==> config.mk <==
export PLATFORM = sky130hd
export DESIGN_NAME = pc_fetch_unit_flat
export DESIGN_NICKNAME = d
export VERILOG_FILES = /design/src/rtl/pc_fetch_unit_if.sv /design/src/rtl/pc_fetch_unit.sv /design/src/flat_wrapper.sv
export SDC_FILE = /design/constraint.sdc
export NUM_CORES = 1
export LEC_CHECK = 0
export ABC_AREA = 0
export BUFFER_PORTS_ARGS = -buffer_cell sky130_fd_sc_hd__buf_2
export CAP_MARGIN = 20
export CORE_ASPECT_RATIO = 0.7
export CORE_MARGIN = 2
export CORE_UTILIZATION = 50
export CTS_BUF_LIST = sky130_fd_sc_hd__clkbuf_16
export DETAILED_ROUTE_END_ITERATION = 10
export HOLD_SLACK_MARGIN = 0.02
export PLACE_DENSITY_LB_ADDON = 0.3
export SKIP_CTS_REPAIR_TIMING = 1
export SYNTH_ARGS = -nofsm -noshare
export SYNTH_HDL_FRONTEND = slang
export SYNTH_SLANG_ARGS = --single-unit
==> constraint.sdc <==
create_clock -name clk -period 2.42 [get_ports clk]
set_clock_uncertainty 0.2 [all_clocks]
set_input_delay 0.242 -clock clk [delete_from_list [all_inputs] [get_ports clk]]
set_output_delay 0.242 -clock clk [all_outputs]
set_load 0.05 [all_outputs]
==> src/rtl/pc_fetch_unit_if.sv <==
// Instruction-memory request/response channel used by the fetch stage.
// One request at a time: req/gnt accepts the address, rvalid returns the word.
interface pc_fetch_unit_if;
   logic        imem_req;
   logic [31:0] imem_addr;
   logic        imem_gnt;
   logic        imem_rvalid;
   logic [31:0] imem_rdata;

   modport master (
      output imem_req,
      output imem_addr,
      input  imem_gnt,
      input  imem_rvalid,
      input  imem_rdata
   );

   modport slave (
      input  imem_req,
      input  imem_addr,
      output imem_gnt,
      output imem_rvalid,
      output imem_rdata
   );
endinterface

==> src/rtl/pc_fetch_unit.sv <==
// Fetch stage: owns the PC, issues one instruction-memory request at a time,
// and loads the IF/ID register with stall/flush handling.
//
// state | meaning
// ------+-----------------------------------------------------------------
// REQ   | imem_req raised for pc; waiting for imem_gnt
// WAIT  | request accepted; waiting for imem_rvalid (kill=1 -> discard it)
// HOLD  | response captured in hold_pc/hold_instr while IF/ID is stalled
module pc_fetch_unit #(
   parameter logic [31:0] RESET_PC = 32'h00000000
) (
   input  logic            clk,
   input  logic            rst_n,
   input  logic [31:0]     next_pc,
   input  logic            redirect,
   input  logic            stall,
   output logic [31:0]     pc_plus4,
   pc_fetch_unit_if.master imem,
   output logic            ifid_valid,
   output logic [31:0]     ifid_pc,
   output logic [31:0]     ifid_instr
);

   typedef enum logic [1:0] {
      ST_REQ  = 2'd0,
      ST_WAIT = 2'd1,
      ST_HOLD = 2'd2
   } state_t;

   state_t      state;
   logic [31:0] pc;
   logic        kill;
   logic [31:0] hold_pc;
   logic [31:0] hold_instr;

   logic        deliver;
   logic [31:0] deliver_pc;
   logic [31:0] deliver_instr;

   assign pc_plus4       = pc + 32'd4;
   assign imem.imem_addr = pc;
   assign imem.imem_req  = (state == ST_REQ) & ~redirect & rst_n;

   // Instruction available to IF/ID this cycle: a live response in WAIT, or the held buffer.
   always_comb begin
      deliver       = 1'b0;
      deliver_pc    = pc;
      deliver_instr = imem.imem_rdata;
      if (state == ST_WAIT && !kill && imem.imem_rvalid) begin
         deliver = 1'b1;
      end else if (state == ST_HOLD) begin
         deliver       = 1'b1;
         deliver_pc    = hold_pc;
         deliver_instr = hold_instr;
      end
   end

   // Fetch sequencing; pc only moves on a delivery into IF/ID or on redirect.
   always_ff @(posedge clk or negedge rst_n) begin
      if (!rst_n) begin
         state      <= ST_REQ;
         pc         <= RESET_PC;
         kill       <= 1'b0;
         hold_pc    <= 32'h0;
         hold_instr <= 32'h0;
      end else begin
         case (state)
            ST_REQ: begin
               if (redirect) begin
                  pc <= next_pc;
               end else if (imem.imem_gnt) begin
                  state <= ST_WAIT;
               end
            end
            ST_WAIT: begin
               if (kill) begin
                  // The outstanding response belongs to a squashed path.
                  if (redirect) begin
                     pc <= next_pc;
                  end
                  if (imem.imem_rvalid) begin
                     kill  <= 1'b0;
                     state <= ST_REQ;
                  end
               end else if (redirect) begin
                  pc <= next_pc;
                  if (imem.imem_rvalid) begin
                     state <= ST_REQ;
                  end else begin
                     kill <= 1'b1;
                  end
               end else if (imem.imem_rvalid) begin
                  if (stall) begin
                     hold_pc    <= pc;
                     hold_instr <= imem.imem_rdata;
                     state      <= ST_HOLD;
                  end else begin
                     pc    <= next_pc;
                     state <= ST_REQ;
                  end
               end
            end
            ST_HOLD: begin
               // A redirect simply abandons the buffer; its contents are never read again.
               if (redirect) begin
                  pc    <= next_pc;
                  state <= ST_REQ;
               end else if (!stall) begin
                  pc    <= next_pc;
                  state <= ST_REQ;
               end
            end
            default: begin
               state <= ST_REQ;
            end
         endcase
      end
   end

   // IF/ID register: flush beats stall, otherwise load or insert a bubble.
   always_ff @(posedge clk or negedge rst_n) begin
      if (!rst_n) begin
         ifid_valid <= 1'b0;
         ifid_pc    <= 32'h0;
         ifid_instr <= 32'h0;
      end else if (redirect) begin
         ifid_valid <= 1'b0;
      end else if (!stall) begin
         ifid_valid <= deliver;
         if (deliver) begin
            ifid_pc    <= deliver_pc;
            ifid_instr <= deliver_instr;
         end
      end
   end

endmodule

==> src/flat_wrapper.sv <==
// flat-port wrapper written by rule: the top's interface ports become plain ports
module pc_fetch_unit_flat 
#(
   parameter logic [31:0] RESET_PC = 32'h00000000
)
  (clk, rst_n, next_pc, redirect, stall, pc_plus4, ifid_valid, ifid_pc, ifid_instr, imem_imem_req, imem_imem_addr, imem_imem_gnt, imem_imem_rvalid, imem_imem_rdata);
  pc_fetch_unit_if imem_i ();
  input  logic clk;
  input  logic rst_n;
  input  logic [31:0] next_pc;
  input  logic redirect;
  input  logic stall;
  output logic [31:0] pc_plus4;
  output logic ifid_valid;
  output logic [31:0] ifid_pc;
  output logic [31:0] ifid_instr;
  output wire logic [$bits(imem_i.imem_req)-1:0] imem_imem_req;
  output wire logic [$bits(imem_i.imem_addr)-1:0] imem_imem_addr;
  input wire logic [$bits(imem_i.imem_gnt)-1:0] imem_imem_gnt;
  input wire logic [$bits(imem_i.imem_rvalid)-1:0] imem_imem_rvalid;
  input wire logic [$bits(imem_i.imem_rdata)-1:0] imem_imem_rdata;
  assign imem_imem_req = imem_i.imem_req;
  assign imem_imem_addr = imem_i.imem_addr;
  assign imem_i.imem_gnt = imem_imem_gnt;
  assign imem_i.imem_rvalid = imem_imem_rvalid;
  assign imem_i.imem_rdata = imem_imem_rdata;
  pc_fetch_unit #(.RESET_PC(RESET_PC)) u_core (.clk(clk), .rst_n(rst_n), .next_pc(next_pc), .redirect(redirect), .stall(stall), .pc_plus4(pc_plus4), .imem(imem_i), .ifid_valid(ifid_valid), .ifid_pc(ifid_pc), .ifid_instr(ifid_instr));
endmodule
==> reports/summary.json, run 1 <==
{
  "run_status": "complete, but fails checks",
  "violations_in_the_final_reports": "setup timing",
  "final_net_count": 991,
  "tritoncts_clock_tree": "built",
  "maxCapViolCount": 0,
  "syn2layout_area_growth_pct": 48.3,
  "drt-initial-drc-count": 377,
  "synth.ff_latch_count": 164,
  "cp.arrival_ps": 2330,
  "placement.cell_area_um2": 9150,
  "cp-start-kind": "flop",
  "clk_latency_worst_skew_pair_ps": 420,
  "clock.fmax_mhz": 360,
  "die-height_um": 105,
  "yosysMostFrequentCell": "dfrtp_1",
  "num_vias": 6057,
  "cts_htree_levels": 4,
  "post_synthesis_instance_total": 619,
  "avgRoutedWirePerCell_um": 18.9,
  "cts_root_buffer": "clkbuf_16",
  "final_setup_viols": 15,
  "placement_rows": 36,
  "ir_worst_vdd_uv": 1110,
  "crit_path_max_fanout": 8,
  "p_leak_uw": 0.00567,
  "finish.instance_area_um2": 10900,
  "grt_pass1_vias": 5785,
  "tightest_slew_ps": 576,
  "antenna_cells": 0,
  "core_um2": 14100,
  "grt_first_pass_wirelength_um": 30000,
  "min-delay-path-class": "input port to flop",
  "global_route.usage.total_pct": 24.5,
  "synth.cells.most_frequent": "dfrtp_1, nand2_1, o21ai_0",
  "stdcell_count": 1119,
  "grt_setup_unrepaired": "yes",
  "worst_slew_margin_rel_pct": 61.6,
  "clock-sinks": 164,
  "clk_pin_slew_worst_paths_ps": 60,
  "worst-path-buf-inv": 2,
  "drt_pass1_iterations": 4,
  "mapped_area_um2": 7320,
  "synth_edf_count": 0,
  "fin_util_pct": 77.0,
  "final_hold_violating_endpoints": 0,
  "dominantRegCellSynth": "dfrtp_1",
  "worst_setup_path_startpoint": "u_core.imem.imem_addr[10]",
  "final_max_slew_viol_count": 0,
  "part_of_the_yosys_area_used_for_sequential_elements_pct": 56.1,
  "cts-root-to-sink-buffers": 2,
  "leading_post_synthesis_cells_by_cell_area": "dfrtp_1, mux2_2, mux2i_1",
  "ys_types": 38,
  "initial_core_util_pct": 51.9,
  "layout-drive-gt1-share_pct": 45.0,
  "maximum_cell_stage_delay_along_the_critical_path_ps": 560,
  "grt_overflow": 0,
  "vias_per_cell": 5.41,
  "cts_made_buffers": 17,
  "synthesis.yosys.warnings": 0,
  "synth.largest_area_cell": "dfrtp_1",
  "design_power_total_uw": 16000,
  "grt_antenna_before_repair": 0,
  "remaining_drc_errors": 0,
  "crit_required_ps": 1980,
  "critical-path-slowest-cell": "or4_4",
  "gp_routability_congestion": 0.842,
  "min_period_over_period_pct": 115,
  "dpl.cell_count": 1008,
  "finalWorstSetupSlack_ps": -357,
  "die_width_um": 149,
  "final.min_clock_period_ps": 2780,
  "power-per-cell-area_nw_per_um2": 1470,
  "route.final.wire_length_um": 21200,
  "source_of_the_worst_hold_timing_path": "redirect",
  "syn-mean-instance-area_um2": 11.8,
  "cp_delay_by_family_top": "simple AND/OR/NAND/NOR gates",
  "die_footprint_um2": 15600,
  "grt_start_max_net_pins": 87,
  "worstPathCellList": "nand3_1, or4_4, buf_12, nor4_4, xor2_4, buf_6",
  "critPathKind": "flop to output port",
  "ios": 200,
  "place.port_buffers": 199,
  "cp-end-kind": "output port",
  "share_of_synthesized_flip_flops_with_an_asynchronous_set_or_reset_pct": 100,
  "detail-route-antenna-nets": 0,
  "post-dp-hpwl_um": 13200,
  "yosysTopAreaCellShare_pct": 56.1,
  "number_of_nets_produced_by_synthesis": 694,
  "timing.rr.start": "u_core.state[1]"
}
[stage by stage]
| step | hold WS, ps | setup WS, ps | TNS (ps) |
|---|---|---|---|
| floorplan | -254 | -151 | -1820 |
| detailed placement | -32.9 | 35.1 | 0 |
| global route | 95.5 | -435 | -4570 |
| CTS | -491 | -433 | -5420 |
| global placement | -44.0 | 80.8 | 0 |
| finish | 45.1 | -357 | -3070 |
[path summary, 6_finish.rpt]
check / to / slack [ps] / cells after the start
worst max-delay path: pc_plus4[29] / -360 / 6
worst min-delay path: u_core.kill / 50 / 3
worst max register to register: u_core.hold_pc[17] / 110 / 6
worst min register to register: u_core.ifid_instr[7] / 280 / 2
max in group asynchronous: u_core.ifid_instr[25] / 1030 / 3
min in group asynchronous: u_core.hold_pc[25] / 70 / 2
[where the power goes]
| part | internal [µW] | leakage (µW) | switching, µW | total, µW |
|---|---|---|---|---|
| Sequential | 4040 | 0.00207 | 794 | 4830 |
| Clock | 1840 | 0.000306 | 1150 | 2990 |
| Combinational | 2580 | 0.00329 | 5600 | 8180 |
[sequential cells by signal (all words and copies together), names as in the netlist]
register / cells
u_core.hold_instr: 32
u_core.hold_pc: 32
u_core.ifid_instr: 32
u_core.ifid_pc: 32
u_core.ifid_valid: 1
u_core.imem.imem_addr: 32
u_core.kill: 1
u_core.state: 2
[layout by cell type (no fill, tap or decap), drive strengths merged, types with 4 or more instances in the layout]
master         n
buf          257
dfrtp        164
nand2         77
o21ai         67
dlygate4sd3   66
mux2          64
mux2i         64
a22o          33
clkbuf        18
xnor2         16
inv           14
nor2          14
nand3         12
xor2          12
nand4          7
bufinv         5
ha             5
clkinvlp       4
[area by class of cell]
class / instances / area (µm²)
inverters: 11 / 41.3
repair buffers: 324 / 2370
fillers: 880 / 3240
flip-flops and latches: 164 / 4130
clock buffers: 17 / 425
well taps: 190 / 238
multi-input cells: 398 / 3420
clock inverters: 15 / 229
[cell families after synthesis]
family | Yosys count | synth area share [%]
AOI/OAI and AO/OA | 109 | 9.43
xor gates and xnor gates | 28 | 3.35
adders and majority gates | 5 | 0.855
buffers and inverters | 58 | 3.57
DFF | 164 | 56.1
muxes | 128 | 18.6
and+or+nand+nor | 127 | 8.14
[routing by layer]
metal  share of wire, %  global-route usage (%)  vias up
met1                 42                    33.1     3072
met2                 51                    40.1      211
met5                  0                       0        -
met3                6.6                    5.45       17
met4                1.0                    7.35        0
li1                   -                       -     2757
[worst min-delay path: stages]
cell     delay [ps]
buf_2           180
a21oi_1         150
a21oi_1          50
(Power assumes the default switching activity.)
==> run 2, diff against run 1 <==
- REMOVE_ABC_BUFFERS: default -> 1
==> run 2 against run 1 <==
Routed wire length decreased by 8.5%; critical path depth unchanged; utilization decreased by 5.3 points; largest power group unchanged; count of clock-buffer cells in the layout unchanged; highest routed layer unchanged; power decreased by 7.1%; sequential share of layout area increased by 2.6 points; maximum frequency increased by 4.2%; the run still ends with setup timing left.
==> reports/summary.json, run 2 (synthesized netlist as in run 1, its figures left out) <==
{
  "maxCapViolCount": 0,
  "placement.cell_area_um2": 8740,
  "power-per-cell-area_nw_per_um2": 1470,
  "route.final.wire_length_um": 19400,
  "switching_power_uw": 7240,
  "hold_path_depth": 4,
  "wirelength_met1_um": 8360,
  "crit_required_ps": 1980,
  "antenna_cells": 0,
  "cts_htree_levels": 4,
  "grt_antenna_before_repair": 0,
  "grt_first_pass_wirelength_um": 29100,
  "final.min_clock_period_ps": 2670,
  "worst_slew_margin_rel_pct": 74.5,
  "num_vias": 5836,
  "place.port_buffers": 199,
  "run_status": "complete, but fails checks",
  "ios": 200,
  "most-common-layout-cells": "buf_2, dfrtp_1, nand2_1",
  "final_hold_violating_endpoints": 0,
  "cts_root_buffer": "clkbuf_16",
  "min_period_over_period_pct": 110,
  "min-delay-path-class": "input port to flop",
  "global_route.usage.total_pct": 23.8,
  "switching_share_pct": 48.8,
  "die-height_um": 105,
  "crit_path_max_fanout": 8,
  "tightest_slew_ps": 377,
  "clock.fmax_mhz": 375,
  "post-dp-hpwl_um": 12500,
  "drt_pass1_iterations": 4,
  "final_net_count": 974,
  "die_width_um": 149,
  "wl_met2_um": 9540,
  "vias_per_cell": 5.30,
  "p_clk_share_pct": 16.0,
  "detailroute.wirelength.met3_um": 1250,
  "detail-route-antenna-nets": 0,
  "clk_pin_slew_worst_paths_ps": 60,
  "fin_worst_hold_slack_ps": 53.5,
  "timing.rr.start": "u_core.state[1]",
  "layout-drive-gt1-share_pct": 39.1,
  "final_max_slew_viol_count": 0,
  "drt-initial-drc-count": 368,
  "finalWorstSetupSlack_ps": -246,
  "initial_core_util_pct": 51.9,
  "grt_overflow": 0,
  "dpl_worst_slack_ps": 23.2,
  "timing.hold.worst_endpoint": "u_core.ifid_valid",
  "finish.instance_area_um2": 10100,
  "ir_worst_vdd_uv": 1140,
  "violations_in_the_final_reports": "setup timing",
  "highest_layer": "met4",
  "die_footprint_um2": 15600,
  "mostFrequentLayoutCell": "buf_2",
  "tritoncts_clock_tree": "built",
  "clock-sinks": 164,
  "grt_pass1_vias": 5709,
  "grt_start_max_net_pins": 92,
  "source_of_the_worst_hold_timing_path": "redirect",
  "p_leak_uw": 0.00540,
  "cp-end-kind": "output port",
  "clk_latency_worst_skew_pair_ps": 410,
  "cp-start-kind": "flop",
  "cts-root-to-sink-buffers": 2,
  "final_setup_viols": 15,
  "cellInternalPower_uw": 7620,
  "reg2reg_setup_slack_ps": 100,
  "design_power_total_uw": 14900,
  "syn2layout_area_growth_pct": 38.2,
  "crit-reg2reg-capture": "u_core.hold_instr[15]",
  "dpl.cell_count": 998,
  "stdcell_count": 1102,
  "gp_routability_congestion": 0.817,
  "cts_made_buffers": 17,
  "cp.arrival_ps": 2220,
  "grt_setup_unrepaired": "yes",
  "share_comb_of_total_power_pct": 51.6,
  "r2r.worst_path.cells": 6,
  "avgRoutedWirePerCell_um": 17.6,
  "flop_pwr_share_pct": 32.4,
  "placement_rows": 36,
  "core_um2": 14100,
  "critPathKind": "flop to output port",
  "remaining_drc_errors": 0
}
-- run 2: layer usage --
layer / track usage [%] / vias up
met1: 32.2 / 2868
met2: 38.3 / 217
met4: 6.46 / 0
li1: - / 2731
met3: 6.41 / 20
met5: 0 / -
-- run 2: area by class of cell --
type | instances | area [µm²]
clock buffers | 17 | 425
clock inverters | 15 | 92.6
fillers | 976 | 3980
inverters | 11 | 41.3
multi-input cells | 397 | 3060
flip-flops and latches | 164 | 4110
well taps | 190 | 238
repair buffers | 308 | 2150
-- run 2: critical path, stage by stage, from the launching register on --
cell and delay (ps):
dfrtp_1 360, nand4_2 120, or4_4 560, buf_8 170
nor4_4 150, xor2_1 210, buf_4 240
-- run 2: worst max path at each step --
| stage | from | endpoint | slack [ps] | cells after the start |
|---|---|---|---|---|
| 5_1_grt | u_core.imem.imem_addr[2] | pc_plus4[20] | -340 | 7 |
| 2_1_floorplan | u_core.state[1] | u_core.hold_instr[0] | -4130 | 5 |
| 3_3_place_gp | u_core.imem.imem_addr[6] | pc_plus4[31] | 70 | 6 |
| 4_1_cts | u_core.imem.imem_addr[3] | pc_plus4[24] | -470 | 7 |
| 6_report | u_core.imem.imem_addr[6] | pc_plus4[29] | -250 | 6 |
| 3_5_place_dp | u_core.imem.imem_addr[3] | pc_plus4[26] | 20 | 7 |
-- run 2: power groups by stage --
stage	Combinational [µW]	Clock [µW]	Sequential (µW)
6_report	7670	2380	4810
5_1_grt	8070	2560	4980
4_1_cts	7440	2430	4790
3_5_place_dp	7410	0	4820
3_3_place_gp	7240	0	4730
2_1_floorplan	2650	0	7440
-- run 2: per-stage QoR --
step	setup TNS (ps)	utilization (%)
final	-2200	71.8
after CTS	-5350	65.7
after detailed placement	0	62.0
after global routing	-3800	71.8
after floorplan	-361570	-
after global placement	0	62.0
==> run 3, diff against run 2 <==
- CAP_MARGIN: 20 -> default
- HOLD_SLACK_MARGIN: 0.02 -> 0.12
==> run 3 against run 2 <==
Cell count up 0.27%; highest routed layer unchanged; die area unchanged; sequential cell count unchanged; non-clock buffer count up 3; utilization up 0.28 points; power about the same; first-iteration DRC count up 0.82%; routed wire length up 0.53%; worst setup slack worse by 2.7 ps; cell area up 0.40%; the flow still finishes with violations (setup timing); combinational power about the same; sequential share of layout area down 0.16 points; largest cell class unchanged.
==> reports/summary.json, run 3 (synthesized netlist as in run 1, its figures left out) <==
{
  "core_um2": 14100,
  "tritoncts_clock_tree": "built",
  "cp-start-kind": "flop",
  "cts_htree_levels": 4,
  "remaining_drc_errors": 0,
  "post-dp-hpwl_um": 12500,
  "grt_overflow": 0,
  "cp.arrival_ps": 2230,
  "finalWorstSetupSlack_ps": -249,
  "fin_worst_hold_slack_ps": 188,
  "layout-drive-gt1-share_pct": 39.1,
  "initial_core_util_pct": 51.9,
  "maxCapViolCount": 0,
  "p_leak_uw": 0.00542,
  "antenna_cells": 0,
  "cts_made_buffers": 17,
  "global_route.usage.total_pct": 23.8,
  "placement_rows": 36,
  "critPathKind": "flop to output port",
  "final_net_count": 977,
  "cp-end-kind": "output port",
  "placement.cell_area_um2": 8740,
  "grt_antenna_before_repair": 0,
  "place.port_buffers": 199,
  "crit_required_ps": 1980,
  "tightest_slew_ps": 377,
  "grt_setup_unrepaired": "yes",
  "power-per-cell-area_nw_per_um2": 1460,
  "clock.fmax_mhz": 375,
  "final_setup_viols": 15,
  "grt_first_pass_wirelength_um": 29100,
  "drt_pass1_iterations": 4,
  "clk_pin_slew_worst_paths_ps": 60,
  "reg2reg_setup_slack_ps": 110,
  "gp_routability_congestion": 0.817,
  "syn2layout_area_growth_pct": 38.7,
  "vias_per_cell": 5.33,
  "die_footprint_um2": 15600,
  "num_vias": 5888,
  "route.final.wire_length_um": 19500,
  "ir_worst_vdd_uv": 1140,
  "cts-root-to-sink-buffers": 2,
  "violations_in_the_final_reports": "setup timing",
  "drt-initial-drc-count": 371,
  "clk_latency_worst_skew_pair_ps": 410,
  "worst_slew_margin_rel_pct": 74.5,
  "run_status": "complete, but fails checks",
  "avgRoutedWirePerCell_um": 17.6,
  "crit_path_max_fanout": 8,
  "final.min_clock_period_ps": 2670,
  "min-delay-path-class": "input port to flop",
  "detail-route-antenna-nets": 0,
  "final_max_slew_viol_count": 0,
  "mostFrequentLayoutCell": "buf_2",
  "ios": 200,
  "finish.instance_area_um2": 10200,
  "min_period_over_period_pct": 110,
  "layout_fillers": 973,
  "die_width_um": 149,
  "clock-sinks": 164,
  "grt_pass1_vias": 5709,
  "die-height_um": 105,
  "most-common-layout-cells": "buf_2, dfrtp_1, nand2_1",
  "final_hold_violating_endpoints": 0,
  "grt_start_max_net_pins": 92,
  "cts_root_buffer": "clkbuf_16"
}
[run 3: changes by cell type in the layout (fill, tap and decap cells not counted)]
cell	before	now
buf_12	8	9
dlygate4sd3_1	67	69
[run 3: path summary, 6_finish.rpt]
check	startpoint	endpoint	cells past startpoint
min in group asynchronous	rst_n	u_core.ifid_instr[21]	3
max in group asynchronous	rst_n	u_core.imem.imem_addr[21]	3
worst min-delay path	imem_imem_gnt	u_core.state[1]	4
worst max register to register	u_core.state[1]	u_core.hold_instr[15]	6
worst min register to register	u_core.ifid_pc[20]	u_core.ifid_pc[20]	2
worst max-delay path	u_core.imem.imem_addr[6]	pc_plus4[29]	6
[run 3: layout make-up]
cell class                      instances  area, µm²  share of cell area, %
Clock buffer                           17        425                   4.19
Clock inverter                         15       92.6                  0.912
Inverter                               11       41.3                  0.407
Multi-Input combinational cell        397       3060                   30.1
Sequential cell                       164       4110                   40.4
Tap cell                              190        238                   2.34
Timing Repair Buffer                  311       2190                   21.6
[run 3: layer usage]
layer | vias up | GRT usage (%) | share of wire, %
li1 | 2737 | - | -
met1 | 2918 | 32.2 | 43
met2 | 211 | 38.3 | 49
met3 | 22 | 6.41 | 6.3
met4 | 0 | 6.46 | 1.4
met5 | - | 0 | 0
[run 3: where the power goes]
group          switching (µW)  total, µW  internal [µW]  leakage [µW]
logic                    5380       7680           2300       0.00308
clock network            1080       2380           1300      0.000253
registers                 793       4810           4020       0.00209
total                    7250      14900           7620       0.00542
[run 3: metrics by stage]
stage / cells / setup WS (ps) / util, % / total power (µW) / TNS, ps
after CTS: 1030 / -468 / 65.7 / 14700 / -5350
after global placement: 998 / 65.2 / 62.0 / 12000 / 0
after detailed placement: 998 / 23.2 / 62.0 / 12200 / 0
after global routing: 1105 / -336 / 72.0 / 15600 / -3800
final: 1105 / -249 / 72.0 / 14900 / -2240
after floorplan: 572 / -4130 / - / 10100 / -361570
[run 3: critical path: stages, from the launching register on]
cell and delay (ps):
dfrtp_1 360, nand4_2 120, or4_4 560, buf_8 170
nor4_4 150, xor2_1 210, buf_4 240
